File: src/rtl/dbg_pkg.sv
// Shared encodings for the system-bus-access AHB master: AHB HTRANS/HRESP
// values, sberror codes and the transfer FSM state encoding.
// No logic; imported by the interface consumers and the datapath.
package dbg_pkg;

    localparam logic [1:0] HTRANS_IDLE   = 2'b00;
    localparam logic [1:0] HTRANS_NONSEQ = 2'b10;

    localparam logic [1:0] HRESP_OKAY  = 2'b00;
    localparam logic [1:0] HRESP_ERROR = 2'b01;

    localparam logic [2:0] HBURST_SINGLE = 3'b000;
    localparam logic [3:0] HPROT_DATA    = 4'b0011;

    localparam logic [2:0] SBERR_NONE    = 3'd0;
    localparam logic [2:0] SBERR_TIMEOUT = 3'd1;
    localparam logic [2:0] SBERR_BUS     = 3'd2;
    localparam logic [2:0] SBERR_ALIGN   = 3'd3;
    localparam logic [2:0] SBERR_SIZE    = 3'd4;

    typedef enum logic [1:0] {
        ST_IDLE = 2'd0,
        ST_REQ  = 2'd1,
        ST_ADDR = 2'd2,
        ST_DATA = 2'd3
    } sba_state_e;

endpackage

File: src/rtl/sba_ahb_master_if.sv
// AHB master-side bus bundle: grant/ready/response/read data towards the
// master, request/address/control/write data towards the slave side.
// master modport is used by sba_ahb_master; slave modport by a bus model.
interface sba_ahb_master_if #(
    parameter int DATA_W = 32,
    parameter int ADDR_W = 32
) ();
    logic              HGRANT;
    logic              HREADY;
    logic [1:0]        HRESP;
    logic [DATA_W-1:0] HRDATA;
    logic              HBUSREQ;
    logic [1:0]        HTRANS;
    logic [ADDR_W-1:0] HADDR;
    logic              HWRITE;
    logic [2:0]        HSIZE;
    logic [DATA_W-1:0] HWDATA;
    logic [2:0]        HBURST;
    logic [3:0]        HPROT;

    modport master (
        input  HGRANT, HREADY, HRESP, HRDATA,
        output HBUSREQ, HTRANS, HADDR, HWRITE, HSIZE, HWDATA, HBURST, HPROT
    );

    modport slave (
        output HGRANT, HREADY, HRESP, HRDATA,
        input  HBUSREQ, HTRANS, HADDR, HWRITE, HSIZE, HWDATA, HBURST, HPROT
    );
endinterface

File: src/rtl/sba_lane_align.sv
// Byte-lane alignment: extracts the addressed lane of AHB read data
// (right-justified, zero-extended) and replicates write data over all lanes.
// Purely combinational, zero latency, no flow control.
// Ports: lane (low address bits), access (log2 bytes), bus_rdata/rdata, wdata/bus_wdata.
module sba_lane_align #(
    parameter int DATA_W = 32
) (
    input  logic [$clog2(DATA_W/8)-1:0] lane,
    input  logic [2:0]                  access,
    input  logic [DATA_W-1:0]           bus_rdata,
    input  logic [DATA_W-1:0]           wdata,
    output logic [DATA_W-1:0]           rdata,
    output logic [DATA_W-1:0]           bus_wdata
);
    localparam int NBYTES = DATA_W / 8;
    localparam int LANE_W = $clog2(NBYTES);

    logic [LANE_W-1:0] size_mask;
    logic [DATA_W-1:0] shifted;

    // size_mask has the low 'access' bits set: the byte offsets inside one access.
    always_comb begin
        size_mask = '0;
        for (int b = 0; b < LANE_W; b++) begin
            size_mask[b] = (access > 3'(b));
        end
    end

    assign shifted = bus_rdata >> {lane, 3'b000};

    always_comb begin
        rdata     = '0;
        bus_wdata = '0;
        for (int i = 0; i < NBYTES; i++) begin
            // keep only bytes that belong to the access, drop the rest
            if ((LANE_W'(i) & ~size_mask) == '0) begin
                rdata[8*i +: 8] = shifted[8*i +: 8];
            end
            // byte i of the bus takes byte (i mod access size) of the write value
            bus_wdata[8*i +: 8] = wdata[{LANE_W'(i) & size_mask, 3'b000} +: 8];
        end
    end

endmodule

File: src/rtl/sba_ahb_master.sv
// Debug-module system bus access master on AHB: single transfers triggered by sbdata/sbaddress strobes.
// Latency: trigger -> REQ -> ADDR (after HGRANT) -> DATA (after HREADY) -> IDLE; result pulses one cycle later.
// Backpressure: HGRANT/HREADY stall the FSM; triggers while busy only flag sbbusyerror; timeout aborts.
// Ports: sys_clk/sys_rst, ahb (master modport), DM-side sb* strobes, mode bits, results and sticky errors.
module sba_ahb_master
    import dbg_pkg::*;
#(
    parameter int DATA_W      = 32,
    parameter int ADDR_W      = 32,
    parameter int TIMEOUT_CYC = 256
) (
    input  logic                sys_clk,
    input  logic                sys_rst,
    sba_ahb_master_if.master    ahb,
    input  logic [ADDR_W-1:0]   sbaddress,
    input  logic                sbaddress_update,
    input  logic [DATA_W-1:0]   sbdata,
    input  logic                sbdata_wr,
    input  logic                sbdata_rd,
    input  logic                sbreadonaddr,
    input  logic                sbreadondata,
    input  logic                sbautoincrement,
    input  logic [2:0]          sbaccess,
    output logic [DATA_W-1:0]   sb_rdata,
    output logic                sb_rdata_valid,
    output logic [ADDR_W-1:0]   sb_addr_out,
    output logic                sb_addr_out_valid,
    output logic                sbbusy,
    output logic [2:0]          sberror,
    input  logic [2:0]          sberror_w1,
    output logic                sbbusyerror,
    input  logic                sbbusyerror_w1
);
    localparam int LANE_W = $clog2(DATA_W / 8);
    localparam int CNT_W  = $clog2(TIMEOUT_CYC + 1);

    sba_state_e        state_q, state_d;
    logic [ADDR_W-1:0] addr_q, addr_inc;
    logic [DATA_W-1:0] wdata_q, rd_aligned, bus_wdata;
    logic              write_q;
    logic [2:0]        access_q;
    logic [CNT_W-1:0]  cnt_q;

    logic              trig_wr, trig_rd, trig_any, trig_open;
    logic              start_ok, busy_viol, size_bad, align_bad;
    logic [LANE_W-1:0] size_mask, eff_lane;
    logic              resp_err, done, timeout_fire;
    logic [2:0]        err_set;
    logic              busreq, hwrite;
    logic [1:0]        htrans;

    // Write has priority; both read triggers behave identically, so the
    // priority only decides the direction of the transfer.
    assign trig_wr   = sbdata_wr;
    assign trig_rd   = (sbaddress_update && sbreadonaddr) || (sbdata_rd && sbreadondata);
    assign trig_any  = trig_wr || trig_rd;
    // Any pending sticky error freezes the block until software clears it.
    assign trig_open = trig_any && (sberror == SBERR_NONE) && !sbbusyerror;

    // A new address strobed in the trigger cycle is the one that gets checked.
    assign eff_lane = sbaddress_update ? sbaddress[LANE_W-1:0] : addr_q[LANE_W-1:0];

    always_comb begin
        size_mask = '0;
        for (int b = 0; b < LANE_W; b++) begin
            size_mask[b] = (sbaccess > 3'(b));
        end
    end

    assign size_bad  = sbaccess > 3'(LANE_W);
    assign align_bad = |(eff_lane & size_mask);
    assign start_ok  = trig_open && (state_q == ST_IDLE) && !size_bad && !align_bad;
    assign busy_viol = trig_open && (state_q != ST_IDLE);

    assign resp_err = (state_q == ST_DATA) && (ahb.HRESP == HRESP_ERROR);
    assign done     = (state_q == ST_DATA) && ahb.HREADY && !resp_err;
    // A transfer completing in the very cycle the budget runs out is kept.
    assign timeout_fire = (state_q != ST_IDLE) && (cnt_q == CNT_W'(TIMEOUT_CYC - 1))
                          && !done && !resp_err;

    assign addr_inc = addr_q + (ADDR_W'(1) << access_q);

    always_comb begin
        err_set = SBERR_NONE;
        if (trig_open && (state_q == ST_IDLE)) begin
            if (size_bad)       err_set = SBERR_SIZE;
            else if (align_bad) err_set = SBERR_ALIGN;
        end
        if (resp_err)          err_set = SBERR_BUS;
        else if (timeout_fire) err_set = SBERR_TIMEOUT;
    end

    always_comb begin
        state_d = state_q;
        busreq  = 1'b0;
        htrans  = HTRANS_IDLE;
        hwrite  = 1'b0;
        case (state_q)
            ST_IDLE: if (start_ok) state_d = ST_REQ;
            ST_REQ: begin
                busreq = 1'b1;
                if (ahb.HGRANT) state_d = ST_ADDR;
            end
            ST_ADDR: begin
                htrans = HTRANS_NONSEQ;
                hwrite = write_q;
                if (ahb.HREADY) state_d = ST_ADDR == ST_ADDR ? ST_DATA : ST_DATA;
            end
            ST_DATA: if (ahb.HREADY || resp_err) state_d = ST_IDLE;
            default: state_d = ST_IDLE;
        endcase
        if (timeout_fire) state_d = ST_IDLE;
    end

    always_ff @(posedge sys_clk) begin
        if (sys_rst) begin
            state_q           <= ST_IDLE;
            addr_q            <= '0;
            wdata_q           <= '0;
            write_q           <= 1'b0;
            access_q          <= '0;
            cnt_q             <= '0;
            sberror           <= SBERR_NONE;
            sbbusyerror       <= 1'b0;
            sb_rdata          <= '0;
            sb_rdata_valid    <= 1'b0;
            sb_addr_out       <= '0;
            sb_addr_out_valid <= 1'b0;
        end else begin
            state_q           <= state_d;
            sb_rdata_valid    <= 1'b0;
            sb_addr_out_valid <= 1'b0;
            // set wins over a simultaneous write-1-to-clear
            sberror     <= (sberror & ~sberror_w1) | err_set;
            sbbusyerror <= (sbbusyerror & ~sbbusyerror_w1) | busy_viol;
            // Registers are only reloaded while idle so a strobe cannot
            // disturb the address or data of a transfer in flight.
            if (state_q == ST_IDLE) begin
                if (sbaddress_update) addr_q  <= sbaddress;
                if (sbdata_wr)        wdata_q <= sbdata;
            end
            if (start_ok) begin
                write_q  <= trig_wr;
                access_q <= sbaccess;
                cnt_q    <= '0;
            end else if (state_q != ST_IDLE) begin
                cnt_q <= cnt_q + CNT_W'(1);
            end
            if (done) begin
                if (!write_q) begin
                    sb_rdata       <= rd_aligned;
                    sb_rdata_valid <= 1'b1;
                end
                if (sbautoincrement) begin
                    addr_q            <= addr_inc;
                    sb_addr_out       <= addr_inc;
                    sb_addr_out_valid <= 1'b1;
                end
            end
        end
    end

    sba_lane_align #(.DATA_W(DATA_W)) u_lane_align (
        .lane      (addr_q[LANE_W-1:0]),
        .access    (access_q),
        .bus_rdata (ahb.HRDATA),
        .wdata     (wdata_q),
        .rdata     (rd_aligned),
        .bus_wdata (bus_wdata)
    );

    assign sbbusy      = (state_q != ST_IDLE);
    assign ahb.HBUSREQ = busreq;
    assign ahb.HTRANS  = htrans;
    assign ahb.HWRITE  = hwrite;
    assign ahb.HADDR   = addr_q;
    assign ahb.HSIZE   = access_q;
    assign ahb.HWDATA  = bus_wdata;
    assign ahb.HBURST  = HBURST_SINGLE;
    assign ahb.HPROT   = HPROT_DATA;

endmodule

File: src/flat_wrapper.sv
// flat-port wrapper written by rule: the top's interface ports become plain ports
module sba_ahb_master_flat import dbg_pkg::*;
#(
    parameter int DATA_W      = 32,
    parameter int ADDR_W      = 32,
    parameter int TIMEOUT_CYC = 256
)
  (sys_clk, sys_rst, sbaddress, sbaddress_update, sbdata, sbdata_wr, sbdata_rd, sbreadonaddr, sbreadondata, sbautoincrement, sbaccess, sb_rdata, sb_rdata_valid, sb_addr_out, sb_addr_out_valid, sbbusy, sberror, sberror_w1, sbbusyerror, sbbusyerror_w1, ahb_HGRANT, ahb_HREADY, ahb_HRESP, ahb_HRDATA, ahb_HBUSREQ, ahb_HTRANS, ahb_HADDR, ahb_HWRITE, ahb_HSIZE, ahb_HWDATA, ahb_HBURST, ahb_HPROT);
  sba_ahb_master_if #(.DATA_W(DATA_W), .ADDR_W(ADDR_W)) ahb_i ();
  input  logic sys_clk;
  input  logic sys_rst;
  input  logic [ADDR_W-1:0] sbaddress;
  input  logic sbaddress_update;
  input  logic [DATA_W-1:0] sbdata;
  input  logic sbdata_wr;
  input  logic sbdata_rd;
  input  logic sbreadonaddr;
  input  logic sbreadondata;
  input  logic sbautoincrement;
  input  logic [2:0] sbaccess;
  output logic [DATA_W-1:0] sb_rdata;
  output logic sb_rdata_valid;
  output logic [ADDR_W-1:0] sb_addr_out;
  output logic sb_addr_out_valid;
  output logic sbbusy;
  output logic [2:0] sberror;
  input  logic [2:0] sberror_w1;
  output logic sbbusyerror;
  input  logic sbbusyerror_w1;
  input wire logic [$bits(ahb_i.HGRANT)-1:0] ahb_HGRANT;
  input wire logic [$bits(ahb_i.HREADY)-1:0] ahb_HREADY;
  input wire logic [$bits(ahb_i.HRESP)-1:0] ahb_HRESP;
  input wire logic [$bits(ahb_i.HRDATA)-1:0] ahb_HRDATA;
  output wire logic [$bits(ahb_i.HBUSREQ)-1:0] ahb_HBUSREQ;
  output wire logic [$bits(ahb_i.HTRANS)-1:0] ahb_HTRANS;
  output wire logic [$bits(ahb_i.HADDR)-1:0] ahb_HADDR;
  output wire logic [$bits(ahb_i.HWRITE)-1:0] ahb_HWRITE;
  output wire logic [$bits(ahb_i.HSIZE)-1:0] ahb_HSIZE;
  output wire logic [$bits(ahb_i.HWDATA)-1:0] ahb_HWDATA;
  output wire logic [$bits(ahb_i.HBURST)-1:0] ahb_HBURST;
  output wire logic [$bits(ahb_i.HPROT)-1:0] ahb_HPROT;
  assign ahb_i.HGRANT = ahb_HGRANT;
  assign ahb_i.HREADY = ahb_HREADY;
  assign ahb_i.HRESP = ahb_HRESP;
  assign ahb_i.HRDATA = ahb_HRDATA;
  assign ahb_HBUSREQ = ahb_i.HBUSREQ;
  assign ahb_HTRANS = ahb_i.HTRANS;
  assign ahb_HADDR = ahb_i.HADDR;
  assign ahb_HWRITE = ahb_i.HWRITE;
  assign ahb_HSIZE = ahb_i.HSIZE;
  assign ahb_HWDATA = ahb_i.HWDATA;
  assign ahb_HBURST = ahb_i.HBURST;
  assign ahb_HPROT = ahb_i.HPROT;
  sba_ahb_master #(.DATA_W(DATA_W), .ADDR_W(ADDR_W), .TIMEOUT_CYC(TIMEOUT_CYC)) u_core (.sys_clk(sys_clk), .sys_rst(sys_rst), .ahb(ahb_i), .sbaddress(sbaddress), .sbaddress_update(sbaddress_update), .sbdata(sbdata), .sbdata_wr(sbdata_wr), .sbdata_rd(sbdata_rd), .sbreadonaddr(sbreadonaddr), .sbreadondata(sbreadondata), .sbautoincrement(sbautoincrement), .sbaccess(sbaccess), .sb_rdata(sb_rdata), .sb_rdata_valid(sb_rdata_valid), .sb_addr_out(sb_addr_out), .sb_addr_out_valid(sb_addr_out_valid), .sbbusy(sbbusy), .sberror(sberror), .sberror_w1(sberror_w1), .sbbusyerror(sbbusyerror), .sbbusyerror_w1(sbbusyerror_w1));
endmodule
File: config.mk
export PLATFORM = sky130hd
export DESIGN_NAME = sba_ahb_master_flat
export DESIGN_NICKNAME = d
export VERILOG_FILES = /design/src/rtl/dbg_pkg.sv /design/src/rtl/sba_ahb_master_if.sv /design/src/rtl/sba_lane_align.sv /design/src/rtl/sba_ahb_master.sv /design/src/flat_wrapper.sv
export SDC_FILE = /design/constraint.sdc
export NUM_CORES = 1
export LEC_CHECK = 0
export BUFFER_PORTS_ARGS = -buffer_cell sky130_fd_sc_hd__buf_4
export CORE_ASPECT_RATIO = 0.75
export CORE_MARGIN = 8
export CORE_UTILIZATION = 45
export CTS_CLUSTER_DIAMETER = 150
export DETAILED_ROUTE_END_ITERATION = 6
export PLACE_DENSITY = 0.73
export SYNTH_ARGS = -nofsm -noshare
export SYNTH_HDL_FRONTEND = slang
export SYNTH_SLANG_ARGS = --single-unit
File: constraint.sdc
create_clock -name sys_clk -period 5.5 [get_ports sys_clk]
set_input_delay 0 -clock sys_clk [delete_from_list [all_inputs] [get_ports sys_clk]]
set_output_delay 0 -clock sys_clk [all_outputs]
set_load 0.005 [all_outputs]
Word-level counts from Yosys, hierarchy flattened

Index checks and enable logic that the tools add are counted.

Input bits: 115
Latch bits: 0
Memories kept: 0
Register bits after elaboration: 149
Memory bits (read-only): 0
Word-level logic and storage cells: 102
Memory bits (writable): 0

Bitwise gates (word level): 10
Equality and inequality tests: 9
Div/mod/pow operators: 0
Reductions and logical operators: 36
Mux-type cells: 23
$add $sub $neg: 2
Multiply operators: 0
$lt $le $gt $ge: 5
Shift operators: 5

Operator list:

| kind                                                                   | number |
|---|---|
| 32-bit two-way mux                                                     | 4 |
| 32-bit by 6-bit indexed part select with 8-bit output                  | 2 |
| 32-bit adder                                                           | 1 |
| 32-bit by 5-bit indexed part select with 8-bit output                  | 1 |
| 1-bit by 3-bit left shift with 32-bit output (first input constant)    | 1 |
| 32-bit by 5-bit >> shifter with 32-bit output                          | 1 |
| 8-bit two-way mux                                                      | 3 |
| 1-bit logical AND                                                      | 14 |
| 2-bit two-way mux                                                      | 7 |
| 3-bit by 1-bit > comparator with 1-bit output (second input constant)  | 4 |
| 3-bit two-way mux                                                      | 4 |
| 9-bit by 1-bit adder with 9-bit output (second input constant)         | 1 |
| 9-bit by 8-bit equality test with 1-bit output (second input constant) | 1 |
| 2-bit logical NOT                                                      | 4 |
| 2-bit one-hot mux with 4 select lines                                  | 1 |
| 2-bit OR reduction                                                     | 4 |
| 2-bit != test (second input constant)                                  | 3 |
| 2-bit AND reduction                                                    | 3 |
| 1-bit logical NOT                                                      | 5 |
| 2-bit by 1-bit equality test with 1-bit output (second input constant) | 2 |
| 2-bit equality test (second input constant)                            | 2 |
| 1-bit two-way mux                                                      | 4 |
| 4-bit AND reduction                                                    | 1 |
| 3-bit bitwise AND                                                      | 1 |
| 12 further kinds                                                       | 16 |

Depth between registers and ports, before layout

Gate-level depths: netlist of the first run.

Depth after elaboration: 10
Gate-level depth with buffers: 12
Depth with buffers taken out: 10

Cells and area by module

From an unflattened synthesis of the first run, not the netlist that was laid out.

Cell total of the unflattened synthesis: 1001
Area total of the unflattened synthesis: 8020.2 um2

By module, submodules not included:

| module         | area an instance (um2) | sequential area each (um2) | times used | cells an instance |
|---|---|---|---|---|
| sba_ahb_master | 6924.1                 | 2982.9                     | 1          | 874 |
| sba_lane_align | 1096.1                 | 0.0                        | 1          | 127 |

Least setup slack after synthesis of the first run

Ideal clock, no wire load.

Path type: register to register
From: register u_core.access_q[1], in the netlist u_core.ahb.HSIZE[1]
To: register u_core.addr_q[14], in the netlist u_core.ahb.HADDR[14]
Data required time: 5426 ps
Clock period less this slack: 3172 ps
Path slack: 2328 ps
Arrival: 3098 ps
Setup time: 74 ps
Stages on the path, launching flop included: 13
Path through: dfxtp_1 > clkbuf_1 > nor2_1 > clkbuf_1 > nand2_1 > fa_1 > nor2b_1 > o2111ai_1 > nand3_1 > nand2_1 > buf_2 > or4_1 > a31oi_1

Word-level cells in the longest chain between the ends: 4

RTL lines:

| item                                         | line                  | text |
|---|---|---|
| from (decl)                                  | sba_ahb_master.sv:41  | `logic [2:0] access_q;` |
| from (signal assigned)                       | sba_ahb_master.sv:144 | `access_q <= sbaccess;` |
| 1-bit by 3-bit left shift with 32-bit output | sba_ahb_master.sv:81  | `assign addr_inc = addr_q + (ADDR_W'(1) << access_q);` |
| 32-bit adder                                 | sba_ahb_master.sv:81  |  |
| 32-bit two-way mux                           | sba_ahb_master.sv:154 | `if (sbautoincrement) begin` |
| 32-bit two-way mux                           | sba_ahb_master.sv:149 | `if (done) begin` |
| to (signal assigned)                         | sba_ahb_master.sv:139 | `if (sbaddress_update) addr_q <= sbaddress;` |
| to (signal assigned)                         | sba_ahb_master.sv:155 | `addr_q <= addr_inc;` |
| to (decl)                                    | sba_ahb_master.sv:38  | `logic [ADDR_W-1:0] addr_q, addr_inc;` |

No other way between the ends.
A chain may end at the register's enable or synchronous reset.

Worst setup path after layout of the first run

From: register u_core.access_q[2], in the netlist u_core.ahb.HSIZE[2]
To: register u_core.sb_addr_out[12]

Word-level cells in the longest chain between the ends: 2

RTL lines:

| item                                         | line                  | text |
|---|---|---|
| 1-bit by 3-bit left shift with 32-bit output | sba_ahb_master.sv:81  |  |
| 32-bit adder                                 | sba_ahb_master.sv:81  |  |
| to (signal assigned)                         | sba_ahb_master.sv:156 | `sb_addr_out <= addr_inc;` |
| to (decl)                                    | sba_ahb_master.sv:26  | `output logic [ADDR_W-1:0] sb_addr_out,` |

No other way between the ends.

==> results of run 1 <==
[cell families after synthesis]
| kind of cell | synth area share |
|---|---|
| AOI/OAI and AO/OA | 0.171 |
| xor gates and xnor gates | 0.0293 |
| adders and majority gates | 0.0261 |
| buffers and inverters | 0.0574 |
| DFF | 0.399 |
| muxes | 0.0723 |
| other | 0.00100 |
| and+or+nand+nor | 0.245 |
[state kept, by name, indices dropped and copies added (netlist names)]
signal / flops
u_core.sbbusyerror: 1
u_core.wdata_q: 32
u_core.sb_addr_out: 32
u_core.sb_rdata_valid: 1
u_core.ahb.HADDR: 32
u_core.sberror: 3
u_core.sb_rdata: 32
u_core.ahb.HSIZE: 3
u_core.sb_addr_out_valid: 1
u_core.cnt_q: 9
u_core.state_q: 2
u_core.write_q: 1
[layout make-up]
type	instances	area (sq um)	area share
multi-input combinational	688	4100	0.378
timing repair buffer	350	2850	0.262
clock inverter	11	150	0.0138
tap	210	263	0.0242
clock buffer	21	460	0.0424
inverter	14	52.6	0.00484
sequential	149	2980	0.275
[power by group]
group	total, W	switching, W	leakage (nW)	internal, W
Sequential	0.00128	0.000116	1.21	0.00117
Combinational	0.000807	0.000420	3.15	0.000387
Clock	0.00121	0.000473	0.294	0.000740
Total	0.00330	0.00101	4.66	0.00229
[worst paths after layout]
check / slack [ns] / to / cells past startpoint
worst max-delay path: 1.49 / u_core.sb_addr_out[12] / 10
worst min-delay path: 0.05 / u_core.sb_rdata_valid / 2
worst max register to register: 1.49 / u_core.sb_addr_out[12] / 10
worst min register to register: 0.45 / u_core.wdata_q[27] / 2
[cell usage in the layout (no fill, tap or decap), types with 5 or more instances in the layout]
cell type and n:
buf_4 262, nand2_1 178, dfxtp_1 148, dlygate4sd3_1 88
nor2_1 80, a21oi_1 71, o21ai_0 31, mux2i_1 27
nor3_1 26, mux2_2 24, nand3_1 23, a211oi_1 20
clkbuf_16 17, a311oi_1 15, inv_1 14, ha_1 14
xnor2_1 13, nor2b_1 12, xor2_1 12, a31oi_1 12
nand4_1 11, a22oi_1 8, a22o_1 8, conb_1 8
nand2b_1 7, and3_1 6, or3_1 6, nor4_1 5
[metrics by stage]
stage / hold WS [ns] / cells / area (sq um)
4_1_cts: 0.0364 / 1443 / 10900
2_1_floorplan: 0.126 / 928 / 7500
3_3_place_gp: 0.233 / 1323 / 9370
3_5_place_dp: 0.241 / 1323 / 9370
6_report: 0.0529 / 1443 / 10900
5_1_grt: 0.0782 / 1443 / 10900
[timing repair]
| item | 4_1_cts | 5_1_grt |
|---|---|---|
| hold endpoints to repair | 89 | 0 |
| hold buffers | 88 | 0 |
| resized for setup | 0 | 0 |
[metal layers]
| metal | part of all wire | vias up |
|---|---|---|
| met5 | 0 | - |
| li1 | - | 3805 |
| met1 | 0.46 | 3618 |
| met2 | 0.43 | 371 |
| met3 | 0.10 | 22 |
| met4 | 0.012 | 0 |
==> impl_metrics.yaml, run 1 <==
worst_setup_path:
  crit_fanout: 13
  startpoint: "u_core.ahb.HSIZE[2]"
  timing.rr.start: "u_core.ahb.HSIZE[2]"
  crit_family: "simple AND/OR/NAND/NOR gates"
  cp.required_ns: 5.81
  path_class: "flop to flop"
  slowest_delay_ns: 0.77
  crit_path_cell_trace: "nor3_2 > ha_1 > inv_1 > fa_1 > nor2b_1 > o2111ai_1 > nand3_1 > nand2_1 > or3_1 > a311oi_1"
  cp-end-kind: "flop"
  slowest_stage: "nor3_2"
  crit_buf_inv: 1
  startpoint_type: "flop"
  worstPathArrival_ns: 4.32
clock_network:
  path_clk_slew_ns: 0.06
  clock_path_buffers: 2
  cts_root_buf: "clkbuf_16"
  clk_latency_ns: 0.42
  cts_tree: "done"
  clkSinkCount: 149
  h-tree-depth: 4
  post_cts_buffers: 0
  cts_buffers: 17
pwr:
  pwr_density_cell_nw_per_um2: 304
  power_w: 0.00330
  p_leak_nw: 4.66
  max-vdd-ir-drop_mv: 0.194
synth:
  ys_seq_area_frac: 0.399
  synth_area_leader_cell: "dfxtp_1"
  synth_top_flop_cell: "dfxtp_1"
  synth_area_leaders: "dfxtp_1 40%, nand2_1 8.9%, a21oi_1 4.7%"
  ys_warn_count: 0
  synth.most_common_cell: "nand2_1"
  async_flop_share: 0
  synthDistinctLibCells: 71
  synth_top_area_share: 0.399
  synth_commonest_cells: "178 x nand2_1, 149 x dfxtp_1, 82 x nor2_1"
  syn_inst: 922
  avgSynthCellArea_sq_um: 8.11
  syn_area_sq_um: 7480
  synth-seq-cells: 149
  synth_edf_count: 0
outcome:
  outcome: "finished, final reports clean"
place:
  dp_slack_ns: 1.60
  dp_hpwl_um: 18300
  portBuffers: 255
  gp_congestion: 0.868
run:
  drv_cap: 0
grt:
  grt_pass1_vias: 7322
  grt_util_met1: 0.338
  track_usage: 0.239
  busiest_layer: "met2"
  antenna_found_initial: 0
  met2_usage: 0.353
  grt_pass1_wl_um: 40400
  use_met3: 0.0674
  grt_overflow: 0
  grt_max_degree: 66
timing:
  tightest_slew_ns: 1.15
  final.setup.worst_slack_ns: 1.49
  fmax_mhz: 249
  period_minus_slack_ns: 4.01
  rsz0062_at_grt: "no"
  slew_headroom: 0.236
  fin_skew_ns: 0.00820
  hold_viol: 0
  tns_ns: 0
  setup_viol: 0
  final-max-slew-violation-count: 0
  fin_crit_sh: 0.729
routing:
  via_count: 7816
  dr.pass1.iters: 5
  post_drt_via_cell_ratio: 5.42
  drt_iter0_drc: 655
  drc: 0
  antenna_left: 0
  finalWirelength_um: 26300
  wire_per_inst_um: 18.2
cells_and_area:
  syn2layout_area_growth_pct: 45.2
  final_core_util: 0.672
  antenna_cells: 0
  fin_nets: 1350
  drive_above_1_share: 0.274
  fillers: 1323
hold_path:
  hp-start: "sys_rst"
  worstHoldPathType: "input pin to flop"
floorplanning:
  die-area_sq_um: 21000
  ios: 264
  fp.dieW_um: 165
  die_h_um: 128
  start_util: 0.463
  core_area_sq_um: 16200
  rows: 40
Power figures use the tool's default switching activity.
==> run 2: changes to the inputs <==
PLACE_DENSITY = 0.76   (was 0.73)
clock period = 3.5 ns   (was 5.5 ns; I/O delays follow)
==> run 2 against run 1 <==
Sequential share of layout area fell by 0.15 points. Non-clock buffer count rose by 8. Clock skew rose by 0.00080 ns. Cell count rose by 0.62%. Flip-flop and latch count did not move. Via count rose by 0.93%.
==> impl_metrics.yaml, run 2 (synthesized netlist as in run 1, its figures left out) <==
outcome:
  outcome: "finished, final reports clean"
pwr:
  max-vdd-ir-drop_mv: 0.336
  p_leak_nw: 4.69
  pwr_density_cell_nw_per_um2: 473
worst_setup_path:
  cp-end-kind: "flop"
  cp.required_ns: 3.84
  worstSetupEndpoint: "u_core.ahb.HADDR[12]"
  timing.rr.start: "u_core.ahb.HSIZE[0]"
  rrSetupSlack_ns: 0.45
  worstPathArrival_ns: 3.40
  startpoint: "u_core.ahb.HSIZE[0]"
  crit_fanout: 13
  startpoint_type: "flop"
  path_class: "flop to flop"
  worst-r2r-cell-count: 11
  regToRegEndpoint: "u_core.ahb.HADDR[12]"
floorplanning:
  fp.dieW_um: 165
  core_area_sq_um: 16200
  die_h_um: 128
  ios: 264
  die-area_sq_um: 21000
  start_util: 0.463
  rows: 40
routing:
  drt_iter0_drc: 805
  drc: 0
  dr.pass1.iters: 5
  finalWirelength_um: 26600
  post_drt_via_cell_ratio: 5.43
  antenna_left: 0
  wire_per_inst_um: 18.3
  via_count: 7889
grt:
  grt_overflow: 0
  track_usage: 0.245
  grt_pass1_wl_um: 41300
  grt_max_degree: 78
  grt_pass1_vias: 7569
  antenna_found_initial: 1
clock_network:
  cts_resized: 0
  clkSinkCount: 149
  cts_tree: "done"
  clk_latency_ns: 0.42
  post_cts_buffers: 0
  path_clk_slew_ns: 0.06
  h-tree-depth: 4
  clock_path_buffers: 2
  cts_root_buf: "clkbuf_16"
  cts_buffers: 17
timing:
  fin_crit_sh: 0.872
  final-max-slew-violation-count: 0
  period_minus_slack_ns: 3.05
  fmax_mhz: 328
  fin_skew_ns: 0.00900
  hold-worst-slack_ns: 0.0311
  final.setup.worst_slack_ns: 0.447
  tns_ns: 0
  tightest_slew_ns: 1.19
  rsz0062_at_grt: "no"
  setup_viol: 0
  slew_headroom: 0.208
  hold_viol: 0
place:
  gp_congestion: 0.883
  post-place-cells: 1329
  dp_slack_ns: 0.523
  portBuffers: 255
  dp_hpwl_um: 18400
cells_and_area:
  drive_above_1_share: 0.279
  final_core_util: 0.675
  most-common-layout-cells: "268 x buf_4, 178 x nand2_1, 148 x dfxtp_1, 90 x dlygate4sd3_1, 80 x nor2_1"
  final_common_cell: "buf_4"
  fillers: 1338
  syn2layout_area_growth_pct: 45.9
  instances_no_fill: 1452
  fin_nets: 1358
hold_path:
  worstHoldPathType: "input pin to flop"
run:
  drv_cap: 0
-- run 2: worst min path at each step --
stage | from | to | slack [ns] | cells after the start
2_1_floorplan | ahb_HRDATA[24] | u_core.sb_rdata[24] | 0.13 | 1
3_3_place_gp | ahb_HRDATA[24] | u_core.sb_rdata[24] | 0.23 | 2
3_5_place_dp | ahb_HRDATA[24] | u_core.sb_rdata[24] | 0.24 | 2
4_1_cts | ahb_HRESP[0] | u_core.sberror[0] | 0.01 | 4
5_1_grt | ahb_HRESP[0] | u_core.sberror[0] | 0.04 | 4
6_report | ahb_HRESP[0] | u_core.sberror[0] | 0.03 | 4
-- run 2: worst max-delay path: stages, from the launching register on --
cell and delay, ns:
dfxtp_1 0.40, nor3_2 0.24, ha_1 0.25, inv_1 0.07
fa_1 0.39, nor2b_1 0.19, o2111ai_1 0.17, nand3_1 0.13
buf_4 0.19, nand2_1 0.22, or4_1 0.53, a31oi_1 0.18
-- run 2: what timing repair did --
action                                  in CTS  in global routing
endpoints found under the hold margin       91                  0
hold buffers                                90                  0
endpoints found under the setup margin       0                  0
-- run 2: stage by stage --
stage,total power [W],instance area [sq um]
finish,0.00517,10900
global route,0.00542,10900
CTS,0.00517,10900
detailed placement,0.00324,9410
global placement,0.00322,9410
floorplan,0.00270,7500
-- run 2: cell type report --
| cell class | count | area, sq um | share of cell area |
|---|---|---|---|
| multi-input combinational | 688 | 4100 | 0.376 |
| sequential | 149 | 2980 | 0.273 |
| tap | 210 | 263 | 0.0241 |
| clock inverter | 13 | 149 | 0.0136 |
| clock buffer | 19 | 453 | 0.0415 |
| inverter | 14 | 52.6 | 0.00481 |
| antenna | 1 | 2.50 | 0.000229 |
| timing repair buffer | 358 | 2910 | 0.267 |
-- run 2: power by group --
part | switching, W | internal, W
clock network | 0.000761 | 0.00110
registers | 0.000164 | 0.00183
logic | 0.000687 | 0.000628
total | 0.00161 | 0.00356
-- run 2: layer usage --
layer | up-vias | routed length [um] | global-route usage
li1 | 3825 | - | -
met1 | 3692 | 11900 | 0.333
met2 | 345 | 11700 | 0.366
met3 | 27 | 2560 | 0.0815
met4 | 0 | 361 | 0.0560
met5 | - | 0 | 0
